[config.mk]
export PLATFORM = sky130hd
export DESIGN_NAME = parking_keypad_entry
export DESIGN_NICKNAME = d
export VERILOG_FILES = /design/src/rtl/parking_keypad_entry.sv
export SDC_FILE = /design/constraint.sdc
export NUM_CORES = 1
export LEC_CHECK = 0
export BUFFER_PORTS_ARGS = -buffer_cell sky130_fd_sc_hd__buf_2
export CORE_MARGIN = 5
export CORE_UTILIZATION = 45
export CTS_CLUSTER_SIZE = 16
export DETAILED_ROUTE_END_ITERATION = 6
export MAX_ROUTING_LAYER = met4
export PLACE_DENSITY = 0.71
export SYNTH_ARGS = -nofsm -noshare
export SYNTH_HDL_FRONTEND = slang
export SYNTH_SLANG_ARGS = --single-unit
[constraint.sdc]
create_clock -name clk -period 1.13 [get_ports clk]
set_clock_uncertainty 0.05 [all_clocks]
set_input_delay 0.1695 -clock clk [delete_from_list [all_inputs] [get_ports clk]]
set_output_delay 0.1695 -clock clk [all_outputs]
set_load 0.02 [all_outputs]
[src/rtl/parking_keypad_entry.sv]
// rtl/parking_keypad_entry.sv - two-digit keypad entry with debounce; optional entry timeout under `PARKING_KEYPAD_TIMEOUT_EN
module parking_keypad_entry #(
  parameter int DEBOUNCE_CYCLES = 4,
  parameter int TIMEOUT_CYCLES  = 1000
) (
  input  logic       clk,
  input  logic       reset_n,
  input  logic       key_press,
  input  logic [1:0] key_code,
  input  logic       key_clear,
  output logic [1:0] password_1,
  output logic [1:0] password_2,
  output logic       pw_ready,
  output logic [1:0] digit_cnt,
  output logic       key_overflow
);

  // A debounce depth below 1 makes no sense; treat it as 1.
  localparam int DB_CYC = (DEBOUNCE_CYCLES < 1) ? 1 : DEBOUNCE_CYCLES;
  localparam int DCW    = (DB_CYC > 1) ? $clog2(DB_CYC) : 1;
  localparam logic [DCW-1:0] DB_LAST = DCW'(DB_CYC - 1);

  typedef enum logic [1:0] {
    IDLE  = 2'd0,
    GOT1  = 2'd1,
    READY = 2'd2
  } state_t;

  state_t     state;
  logic       press_s1, press_s2;
  logic [1:0] code_s1, code_s2;
  logic       db_level, db_level_q;
  logic [DCW-1:0] db_cnt;
  logic       press_evt;
  logic       tmo_hit;

  // Two-flop synchronizers for the raw keypad strobe and code.
  always_ff @(posedge clk or negedge reset_n) begin
    if (!reset_n) begin
      press_s1 <= 1'b0;
      press_s2 <= 1'b0;
      code_s1  <= 2'd0;
      code_s2  <= 2'd0;
    end else begin
      press_s1 <= key_press;
      press_s2 <= press_s1;
      code_s1  <= key_code;
      code_s2  <= code_s1;
    end
  end

  // Debounce: the level follows the synchronized strobe only after it has differed for DB_CYC cycles in a row.
  always_ff @(posedge clk or negedge reset_n) begin
    if (!reset_n) begin
      db_level   <= 1'b0;
      db_level_q <= 1'b0;
      db_cnt     <= '0;
    end else begin
      db_level_q <= db_level;
      if (press_s2 == db_level) begin
        db_cnt <= '0;
      end else if (db_cnt == DB_LAST) begin
        db_level <= press_s2;
        db_cnt   <= '0;
      end else begin
        db_cnt <= db_cnt + 1'b1;
      end
    end
  end

  // Only a rising debounced level is a press; releases are silent.
  assign press_evt = db_level & ~db_level_q;

`ifdef PARKING_KEYPAD_TIMEOUT_EN
  localparam int TO_CYC = (TIMEOUT_CYCLES < 1) ? 1 : TIMEOUT_CYCLES;
  localparam int TCW    = (TO_CYC > 1) ? $clog2(TO_CYC) : 1;
  localparam logic [TCW-1:0] TO_LAST = TCW'(TO_CYC - 1);

  logic [TCW-1:0] tmo_cnt;

  assign tmo_hit = (state != IDLE) && (tmo_cnt == TO_LAST);

  // Idle counter for a partial or complete entry; restarts whenever a digit is captured.
  always_ff @(posedge clk or negedge reset_n) begin
    if (!reset_n) begin
      tmo_cnt <= '0;
    end else if (state == IDLE || key_clear || tmo_hit || (press_evt && state != READY)) begin
      tmo_cnt <= '0;
    end else begin
      tmo_cnt <= tmo_cnt + 1'b1;
    end
  end
`else
  assign tmo_hit = 1'b0;
`endif

  // Entry FSM with registered outputs; clear/timeout win over a same-cycle press.
  always_ff @(posedge clk or negedge reset_n) begin
    if (!reset_n) begin
      state        <= IDLE;
      password_1   <= 2'd0;
      password_2   <= 2'd0;
      pw_ready     <= 1'b0;
      digit_cnt    <= 2'd0;
      key_overflow <= 1'b0;
    end else begin
      key_overflow <= 1'b0;
      if (key_clear || tmo_hit) begin
        state      <= IDLE;
        password_1 <= 2'd0;
        password_2 <= 2'd0;
        pw_ready   <= 1'b0;
        digit_cnt  <= 2'd0;
      end else if (press_evt) begin
        case (state)
          IDLE: begin
            password_1 <= code_s2;
            digit_cnt  <= 2'd1;
            state      <= GOT1;
          end
          GOT1: begin
            password_2 <= code_s2;
            digit_cnt  <= 2'd2;
            pw_ready   <= 1'b1;
            state      <= READY;
          end
          default: begin
            key_overflow <= 1'b1;
          end
        endcase
      end
    end
  end

endmodule

### After elaboration in Yosys (flattened, before gate mapping)

Index checks and enable logic that the tools add are counted.

* register bits: 18
* bits of input ports: 6
* output and inout bits: 8

* $add $sub $neg: 1
* equality and inequality tests: 3
* multiplexer cells: 17
* bitwise gates (word level): 3
* reductions and logical operators: 10

Operator list (count)
* $mux 2: 10
* $reduce_and 2->1: 4
* $mux 1: 6
* $reduce_bool 2->1: 3
* $pmux 2 s2: 1
* $reduce_bool 3->1: 1
* $add 2x1->2 const B: 1
* $eq 2x1->1 const B: 1
* $eq 2x2->1 const B: 1
* $logic_not 2->1: 1
* $not 1->1: 2
* $reduce_or 2->1: 1
* $and 1x1->1: 1
* $eq 1x1->1: 1

### Logic depth before layout (Yosys ltp)

* word-level depth: 5
* gate-level depth with buffers: 3

### Least setup slack after synthesis

Ideal clock, no wire load.

* path type: reg2reg
* from: register state[1]
* to: register state[0]
* setup time: 0.128 ns
* arrival: 1.016 ns
* data required time: 0.952 ns
* setup slack: -0.064 ns
* cell stages (with the launch flop): 3
* buffers on the path: 0
* clock period less this slack: 1.194 ns
* path through: dfrtp_1 nor3b_2 mux2_1

* word-level cells in the longest chain between the ends: 4
* elaborated cells between the ends (all ways): 7

Ends and longest elaborated chain
* from (decl): line 29 `state_t state;`
* from (signal assigned): line 100 `state <= IDLE;`
* from (signal assigned): line 109 `state <= IDLE;`
* from (signal assigned): line 119 `state <= GOT1;`
* $eq 2x1->1 / $logic_not 2->1 (equally long branches): line 115 `case (state)`
* $pmux 2 s2: line 115
* $mux 2: line 114 `end else if (press_evt) begin`
* $mux 2: line 108 `if (key_clear || tmo_hit) begin`

Parallel ways exist; a longest one is shown, timed or not. The select of a mux whose other input is x is not followed.
A chain may end at the register's enable or synchronous reset.

### Worst setup path after layout

* from: register state[0]
* to: register password_1[1]

* word-level cells in the longest chain between the ends: 3

Ends and longest elaborated chain
* $logic_not 2->1: line 115
* $reduce_bool 2->1 (no line)
* $reduce_and 2->1 (no line)
* to (signal assigned): line 117 `password_1 <= code_s2;`
* to (decl): line 11 `output logic [1:0] password_1,`

No other way between the ends.

==> flow_summary.toml <==
[status]
status = "complete, but fails checks"
violations = "setup timing"

[timing]
tightest_slew_ns = 0.394
timing.fmax_ghz = 0.867
slew_headroom_pct = 73.7
rsz0062_at_grt = "yes"
final.setup.tns_ns = -0.0302
setup_viol = 2
setup_slack_ns = -0.0229
finalMaxSlewViolations = 0
final_hold_viol_count = 0
period_needed_ns = 1.15
holdWs_ns = 0.122
min_period_over_period_pct = 102

[grt]
overflow = 0
grt_max_degree = 19
grt.total_usage_pct = 11.5
grt_first_pass_wirelength_mm = 2.07
antenna_found_initial = 0
grt_pass1_vias = 471

[route]
dr.pass1.iters = 3
wl_per_cell_um = 13.0
ant_nets = 0
postRouteWirelength_mm = 1.11
routed-via-count = 412
drc = 0
via_per_inst = 4.85
drtIter0Drc = 4

[cells_and_area]
final_area_um2 = 897
drive_gt1_share_pct = 46.4
nFillCells = 125
fin_nets = 77
final_common_cell = "dfrtp_1"
final_core_util_pct = 60.3
multi_input_area_um2 = 239
area.sequential_um2 = 454
areaGrowthSynthToFinish_pct = 29.4
final_cell_mix = "dfrtp_1 (15), buf_2 (11), mux2i_1 (4), dlygate4sd3_1 (4)"
layout.cells.non_filler = 85
diodes = 0

[pwr]
vdd_drop_max_uv = 1280
power.density_nw_per_um2 = 2140
total_power_mw = 1.92
p_leak_nw = 0.431

[yosys]
synth_warnings = 0
syn_inst = 46
syn_area_um2 = 693
yosysTopAreaCellShare_pct = 65.0
yosysTopAreaCell = "dfrtp_1"
synthDistinctLibCells = 19
mappedNetlistNets = 53
synth-seq-cells = 18
ys_seq_area_share_pct = 65.0
syn_area_per_cell_um2 = 15.1
synth_area_leaders = "dfrtp_1 (65%), mux2i_1 (5.8%), nand2b_2 (3.8%)"

[worst_setup_path]
cpLargestDelayFamily = "flip-flops"
slowest_delay_ns = 0.46
critPathMaxFanout = 4
reg2regPathDepth = 2
critical-path-slowest-cell = "dfrtp_2"
worst_ep_arrival_time_ns = 1.31
crit_type = "reg -> reg"
worstReg2RegEnd = "password_1[1]"
crit_required_ns = 1.29
crit_buf_inv = 0
end_kind = "flop"
r2r_slack_ns = -0.02
r2r_start = "state[0]"
cp_cell_sequence = "nor4b_4, mux2i_1"
start_kind = "flop"

[clocking]
post_cts_buffers = 0
cts_root_buf = "clkbuf_4"
cts_tree = "done"
cts_num_sinks = 18
numCtsBuffers = 3
clk_path_buf_depth = 2
cts_max_level = 1
path_clk_slew_ns = 0.10
insertion_delay_ns = 0.28

[die]
ios = 14
fp.coreArea_um2 = 1490
fp-row-count = 14
dieWidth_um = 49.2
start_util_pct = 46.6
dieArea_um2 = 2430
dieHeight_um = 49.2

[placement]
hpwlAfterDp_um = 763
place_congestion = 0.764
place_ws_ns = -0.0316
placed_area_um2 = 798
dp.cells = 77
port_buffers = 13

[hold_path]
hold_start = "key_clear"
hold_path_end = "pw_ready"
hold_depth = 2
hold_path_class = "in -> reg"

[flow_run]
drv_cap = 0
-- worst reg2reg max path, cell delays in order, from the launching register on --
cell     delay [ns]
dfrtp_2        0.46
nor4b_4        0.34
mux2i_1        0.23
-- sequential cells by signal (all words and copies together) (netlist names) --
register,cells
db_level_q,1
password_2,2
code_s1,2
press_s2,1
state,2
db_level,1
password_1,2
db_cnt,2
press_s1,1
code_s2,2
key_overflow,1
pw_ready,1
-- Yosys cell counts --
cell        n
a21oi_1     2
buf_2       1
dfrtp_1    18
ha_1        1
inv_1       2
mux2_1      1
mux2_2      1
mux2i_1     4
nand2b_1    3
nand2b_2    3
nand3b_1    1
nand4bb_1   1
nor2_1      1
nor2b_1     2
nor3_1      1
nor3b_2     1
nor4b_2     1
nor4b_4     1
xnor2_1     1
-- metal layers --
metal	track usage (%)	part of all wire [%]
met5	-	0
met4	6.73	1.4
met3	3.36	5.0
met2	16.1	45
met1	14.5	49
-- cell families after synthesis --
family                     synth area share (%)
and+or+nand+nor                            19.7
buffers and inverters                      1.80
xor gates and xnor gates                   1.26
adders and majority gates                  1.80
muxes                                      9.03
DFF                                        65.0
AOI/OAI and AO/OA                          1.44
-- power breakdown --
part	leakage (nW)	total, mW	switching, mW	internal [mW]
combinational	0.185	0.626	0.264	0.362
sequential	0.226	0.914	0.131	0.783
clock	0.0210	0.379	0.183	0.196
total	0.431	1.92	0.578	1.34
-- layout make-up --
class / count / share of cell area [%]
tap: 16 / 2.23
sequential: 18 / 50.6
clock buffer: 4 / 4.04
timing repair buffer: 20 / 15.6
inverter: 2 / 0.837
multi-input combinational: 25 / 26.6
-- what timing repair did --
item,4_1_cts,5_1_grt
pin swaps,1,0
setup endpoints to repair,5,8
hold buffers,4,0
gates cloned,0,0
endpoints found under the hold margin,21,0
resized for setup,3,4
-- worst max path at each step --
stage	startpoint	to	slack, ns	cells past startpoint
after CTS	db_level_q	state[0]	-0.03	2
after global routing	state[0]	password_1[1]	-0.06	2
after global placement	state[1]	state[0]	-0.002	2
after detailed placement	state[1]	state[0]	-0.03	2
after floorplan	state[1]	state[0]	-0.02	2
final	state[0]	password_1[1]	-0.02	2
Power figures use the tool's default switching activity.
